File: src/rtl/vga_pkg.sv
`default_nettype none
// +----------------------------------------------------------------------------+
// | vga_pkg                                                                    |
// | Mode encodings and sequencer state type shared by the mode-switch logic.   |
// | Revision: 1.0                                                              |
// +----------------------------------------------------------------------------+
package vga_pkg;

    typedef logic [1:0] mode_t;

    localparam mode_t MODE_640X480  = 2'd0;
    localparam mode_t MODE_768X576  = 2'd1;
    localparam mode_t MODE_800X600  = 2'd2;
    localparam mode_t MODE_1024X768 = 2'd3;

    typedef enum logic [2:0] {
        ST_RUN        = 3'd0,
        ST_WAIT_FRAME = 3'd1,
        ST_HOLD       = 3'd2,
        ST_LOCK       = 3'd3,
        ST_SETTLE     = 3'd4
    } seq_state_t;

    // Wide enough for the larger of the two terminal counts, plus headroom bit.
    function automatic int cnt_width(input int a, input int b);
        int m;
        m = (a > b) ? a : b;
        return $clog2(m) + 1;
    endfunction

endpackage
`default_nettype wire

File: src/rtl/mode_seq_timer.sv
`default_nettype none
// +----------------------------------------------------------------------------+
// | mode_seq_timer                                                             |
// | Loadable saturating down-counter with zero flag, shared by HOLD and SETTLE.|
// | Revision: 1.0                                                              |
// +----------------------------------------------------------------------------+
module mode_seq_timer #(
    parameter int               WIDTH       = 3,
    parameter logic [WIDTH-1:0] RESET_VALUE = '0
) (
    input  logic             clk,
    input  logic             reset,
    input  logic             load_i,
    input  logic             dec_i,
    input  logic [WIDTH-1:0] load_value_i,
    output logic             zero_o
);

    localparam logic [WIDTH-1:0] ONE = {{(WIDTH-1){1'b0}}, 1'b1};

    logic [WIDTH-1:0] count_q;

    always_ff @(posedge clk or posedge reset) begin
        if (reset) begin
            count_q <= RESET_VALUE;
        end else if (load_i) begin
            count_q <= load_value_i;
        end else if (dec_i && (count_q != '0)) begin
            count_q <= count_q - ONE;
        end
    end

    assign zero_o = (count_q == '0);

endmodule
`default_nettype wire

File: src/rtl/video_mode_sequencer.sv
`default_nettype none
// +----------------------------------------------------------------------------+
// | video_mode_sequencer                                                       |
// | Sequences live VGA mode changes: frame wait, blank, generator reset,       |
// | settle frames, unblank. VGA_MODE_CLKSEL_EN adds clk_sel/clk_locked and a   |
// | LOCK state that waits for the pixel clock to relock after HOLD.            |
// | Revision: 1.0                                                              |
// +----------------------------------------------------------------------------+
module video_mode_sequencer
    import vga_pkg::*;
#(
    parameter mode_t DEFAULT_MODE  = MODE_640X480,
    parameter int    RESET_CYCLES  = 4,
    parameter int    SETTLE_FRAMES = 2
) (
    input  logic       clk,
    input  logic       reset,
    input  logic       req_valid,
    input  logic [1:0] req_mode,
    output logic       req_ready,
    input  logic       frame_start,
    output logic [1:0] mode,
    output logic       gen_reset,
    output logic       blank,
    output logic       mode_ack,
    output logic       busy
`ifdef VGA_MODE_CLKSEL_EN
    ,
    output logic [1:0] clk_sel,
    input  logic       clk_locked
`endif
);

    localparam int               CNT_W       = cnt_width(RESET_CYCLES, SETTLE_FRAMES);
    localparam logic [CNT_W-1:0] HOLD_LOAD   = CNT_W'(RESET_CYCLES - 1);
    localparam logic [CNT_W-1:0] SETTLE_LOAD = CNT_W'(SETTLE_FRAMES - 1);

    seq_state_t       state_q;
    mode_t            mode_q;
    mode_t            pending_q;
    logic             switch_q;
    logic             gen_reset_q;
    logic             blank_q;
    logic             req_ready_q;
    logic             mode_ack_q;
    logic             busy_q;

    logic             timer_load;
    logic             timer_dec;
    logic [CNT_W-1:0] timer_value;
    logic             timer_zero;

    mode_seq_timer #(
        .WIDTH       (CNT_W),
        .RESET_VALUE (HOLD_LOAD)
    ) u_timer (
        .clk          (clk),
        .reset        (reset),
        .load_i       (timer_load),
        .dec_i        (timer_dec),
        .load_value_i (timer_value),
        .zero_o       (timer_zero)
    );

    always_comb begin
        timer_load  = 1'b0;
        timer_dec   = 1'b0;
        timer_value = HOLD_LOAD;
        case (state_q)
            ST_WAIT_FRAME: begin
                if (frame_start) begin
                    timer_load  = 1'b1;
                    timer_value = HOLD_LOAD;
                end
            end
            ST_HOLD: begin
                if (!timer_zero) begin
                    timer_dec = 1'b1;
                end
`ifndef VGA_MODE_CLKSEL_EN
                else begin
                    timer_load  = 1'b1;
                    timer_value = SETTLE_LOAD;
                end
`endif
            end
`ifdef VGA_MODE_CLKSEL_EN
            ST_LOCK: begin
                if (clk_locked) begin
                    timer_load  = 1'b1;
                    timer_value = SETTLE_LOAD;
                end
            end
`endif
            ST_SETTLE: begin
                timer_dec = frame_start;
            end
            default: begin
                timer_load  = 1'b0;
                timer_dec   = 1'b0;
            end
        endcase
    end

    // switch_q separates a requested switch from power-up entry: only the former acks.
    always_ff @(posedge clk or posedge reset) begin
        if (reset) begin
            state_q     <= ST_HOLD;
            mode_q      <= DEFAULT_MODE;
            pending_q   <= DEFAULT_MODE;
            switch_q    <= 1'b0;
            gen_reset_q <= 1'b1;
            blank_q     <= 1'b1;
            req_ready_q <= 1'b0;
            mode_ack_q  <= 1'b0;
            busy_q      <= 1'b1;
        end else begin
            mode_ack_q <= 1'b0;
            case (state_q)
                ST_RUN: begin
                    if (req_valid && req_ready_q) begin
                        if (req_mode == mode_q) begin
                            mode_ack_q <= 1'b1;
                        end else begin
                            pending_q   <= req_mode;
                            switch_q    <= 1'b1;
                            state_q     <= ST_WAIT_FRAME;
                            req_ready_q <= 1'b0;
                            busy_q      <= 1'b1;
                        end
                    end
                end
                ST_WAIT_FRAME: begin
                    if (frame_start) begin
                        state_q     <= ST_HOLD;
                        mode_q      <= pending_q;
                        gen_reset_q <= 1'b1;
                        blank_q     <= 1'b1;
                    end
                end
                ST_HOLD: begin
                    if (timer_zero) begin
`ifdef VGA_MODE_CLKSEL_EN
                        state_q     <= ST_LOCK;
`else
                        state_q     <= ST_SETTLE;
                        gen_reset_q <= 1'b0;
`endif
                    end
                end
`ifdef VGA_MODE_CLKSEL_EN
                ST_LOCK: begin
                    if (clk_locked) begin
                        state_q     <= ST_SETTLE;
                        gen_reset_q <= 1'b0;
                    end
                end
`endif
                ST_SETTLE: begin
                    if (frame_start && timer_zero) begin
                        state_q     <= ST_RUN;
                        blank_q     <= 1'b0;
                        req_ready_q <= 1'b1;
                        busy_q      <= 1'b0;
                        mode_ack_q  <= switch_q;
                        switch_q    <= 1'b0;
                    end
                end
                default: begin
                    state_q     <= ST_HOLD;
                    gen_reset_q <= 1'b1;
                    blank_q     <= 1'b1;
                    req_ready_q <= 1'b0;
                    busy_q      <= 1'b1;
                end
            endcase
        end
    end

    assign mode      = mode_q;
    assign gen_reset = gen_reset_q;
    assign blank     = blank_q;
    assign req_ready = req_ready_q;
    assign mode_ack  = mode_ack_q;
    assign busy      = busy_q;
`ifdef VGA_MODE_CLKSEL_EN
    assign clk_sel   = mode_q;
`endif

endmodule
`default_nettype wire

File: config.mk
export PLATFORM = sky130hd
export DESIGN_NAME = video_mode_sequencer
export DESIGN_NICKNAME = d
export VERILOG_FILES = /design/src/rtl/vga_pkg.sv /design/src/rtl/mode_seq_timer.sv /design/src/rtl/video_mode_sequencer.sv
export SDC_FILE = /design/constraint.sdc
export NUM_CORES = 1
export LEC_CHECK = 0
export ABC_AREA = 1
export CORE_MARGIN = 2
export CORE_UTILIZATION = 55
export CTS_CLUSTER_DIAMETER = 120
export DETAILED_ROUTE_END_ITERATION = 10
export GPL_ROUTABILITY_DRIVEN = 0
export PLACE_DENSITY = 0.81
export SYNTH_ARGS = -nofsm -noshare
export SYNTH_HDL_FRONTEND = slang
export SYNTH_SLANG_ARGS = --single-unit
File: constraint.sdc
create_clock -name clk -period 3.2 [get_ports clk]
set_input_delay 0.64 -clock clk [delete_from_list [all_inputs] [get_ports clk]]
set_output_delay 0.64 -clock clk [all_outputs]
set_load 0.005 [all_outputs]
==> metrics.csv <==
stage,metric,value,unit
yosys,"Seq/Total Area, Yosys",47.9,%
cells_and_area,final-layout fill cell count,123,
yosys,syn_nets,113,
clocking,Post-CTS Resized,0,
cells_and_area,n_diodes,0,
power_and_ir_drop,PwrDens,896,nW/um2
sta,Clock Skew,0.00201,ns
route,Post-DRT Antenna Nets,0,
route,First-pass DRT Iterations,4,
yosys,top-area cell type share of the netlist area,29.4,%
worst_setup_path,Worst Path Buf+Inv,1,
worst_setup_path,CP arrival,1.33,ns
sta,Final Hold Vio Count,0,
clocking,setup bufs post-CTS,0,
power_and_ir_drop,Static Leak,0.580,nW
grt,global route overflow,0,
place,Place WS,1.35,ns
floorplan,initial core utilization,57.9,%
cells_and_area,"commonest non-fill, non-tap cell in the layout",nand2_1,
yosys,synth unique cells,19,
place,number of port buffers,12,
sta,f_max,508,MHz
yosys,"top cells by area, synth","dfrtp_1, dfstp_2, nand2_1",
sta,final worst-path cycle share,61.5,%
clocking,clock slew at reported path FFs,0.09,ns
clocking,Sink Count,16,
cells_and_area,Nets,130,
place,DP Area,992,um2
grt,Total GRT Usage,18.8,%
sta,crit path time final,1.97,ns
yosys,Post-Syn Instances,105,
yosys,cell area after synthesis,852,um2
clocking,CTS H-tree depth,1,
grt,largest net degree at the start of global routing,17,
worst_setup_path,Crit Path Category,reg -> out,
worst_setup_path,crit-path leading delay family,flip-flops,
worst_setup_path,Worst Setup End Kind,output pin,
yosys,Yosys warnings,0,
clocking,hold_buf cts,0,
grt,initial antenna violation count,0,
clocking,Worst-Skew Late Latency,0.29,ns
cells_and_area,synth-to-layout area growth,20.7,%
worst_setup_path,reg2reg path depth,10,
sta,RSZ-0062 raised after global routing,no,
worst_setup_path,Worst Path Required,2.56,ns
route,residual DRC count,0,
cells_and_area,layout cells sized above 1,22.3,%
sta,slew of the pin with the lowest slew margin,0.590,ns
clocking,Clock Root Buffer,clkbuf_4,
sta,TNS Setup,0,ns
sta,final hold slack,0.469,ns
floorplan,Site Rows,14,
worst_setup_path,Crit-path slowest cell,dfstp_2,
floorplan,Core Area,1470,um2
floorplan,die area,1880,um2
sta,# setup viols final,0,
sta,Final Max Tran Viols,0,
cells_and_area,most frequent cells in the layout,"nand2_1, inv_1, clkdlybuf4s50_1",
power_and_ir_drop,"IR drop worst, VDD",0.440,mV
flow_run,Max-cap violations,0,
yosys,largest area contributor in the netlist,dfrtp_1,
route,vias post-DR,684,
floorplan,DIE HEIGHT,43.4,um
yosys,Syn Area/Cell,8.11,um2
worst_setup_path,crit start category,flop,
clocking,CTS tree,yes,
sta,slew margin rel.,60.6,%
route,1st-iter DRT viols,11,
worst_setup_path,Worst path depth,1,
run_status,status,"finished, final reports clean",
yosys,Yosys reg bits,16,
worst_setup_path,"Cell Chain, Critical Path",clkdlybuf4s50_1,
hold_path,Tightest Hold Check Type,reg -> reg,
clocking,CTS max path bufs,2,
route,WL per Instance,10.9,um
floorplan,die width,43.4,um
route,routed wire length,1500,um
sta,final worst slack,1.23,ns
cells_and_area,post-route cell area,1030,um2
hold_path,Hold Path Depth,2,
grt,vias in the first global route,617,
place,HPWL after detailed placement,1180,um
floorplan,Top Ports,13,
clocking,CTS buffer count,3,
worst_setup_path,CP Max Fanout,2,
worst_setup_path,crit-path max cell delay,0.54,ns
route,Via density,4.99,
grt,first-pass GRT wire length,2590,um
Yosys cell counts, drive strengths merged:
cell and count:
nand2 38, inv 19, nand3 13, dfrtp 10, nor2 7, dfstp 6
a21oi 4, ha 2, o21ai 2, nand3b 1, nand4 1, o22ai 1
xnor2 1
flip-flops by register name, summed over array words and instances, names as in the netlist, 2 cells and up:
register         flops
state_q              3
u_timer.count_q      3
mode                 2
pending_q            2
layer usage:
layer | vias up | track usage, % | part of all wire, %
met4 | 0 | 9.09 | 2.1
met3 | 2 | 3.75 | 1.9
met5 | - | 0 | 0
li1 | 358 | - | -
met2 | 7 | 31.6 | 48
met1 | 317 | 23.2 | 48
final timing paths:
path	slack, ns	endpoint	startpoint
min in group asynchronous	0.69	mode[0]	reset
worst min register to register	0.47	busy	busy
worst min-delay path	0.47	busy	busy
max in group asynchronous	2.12	state_q[2]	reset
worst max-delay path	1.23	gen_reset	gen_reset
worst max register to register	1.60	busy	u_timer.count_q[0]
metrics by stage:
step	util, %	power [mW]	std cells
final	69.9	0.921	137
after global routing	69.9	1.00	137
after CTS	69.9	0.929	137
after detailed placement	67.4	0.791	133
after global placement	67.4	0.776	133
after floorplan	-	0.659	105
cell families (layout without fill, tap and decap cells):
kind of cell               after synthesis  in the layout  share of synthesized area (%)
and+or+nand+nor                         60             60                           35.1
buffers and inverters                   19             35                           8.37
adders and majority gates                2              2                           2.94
xor gates and xnor gates                 1              1                           1.03
DFF                                     16             16                           47.9
AOI/OAI and AO/OA                        7              7                           4.70
final cells by class:
type	count	area (um2)	share of cell area [%]
flip-flops and latches	16	408	39.7
multi-input cells	70	373	36.3
repair buffers	12	120	11.7
inverters	19	71.3	6.93
clock buffers	4	36.3	3.53
well taps	16	20.0	1.95
where the power goes:
| group | internal (mW) | total (mW) | leakage, nW | switching [mW] |
|---|---|---|---|---|
| Sequential | 0.306 | 0.356 | 0.191 | 0.0501 |
| Clock | 0.0695 | 0.137 | 0.0210 | 0.0675 |
| Combinational | 0.192 | 0.428 | 0.368 | 0.236 |
Power figures use the tool's default switching activity.
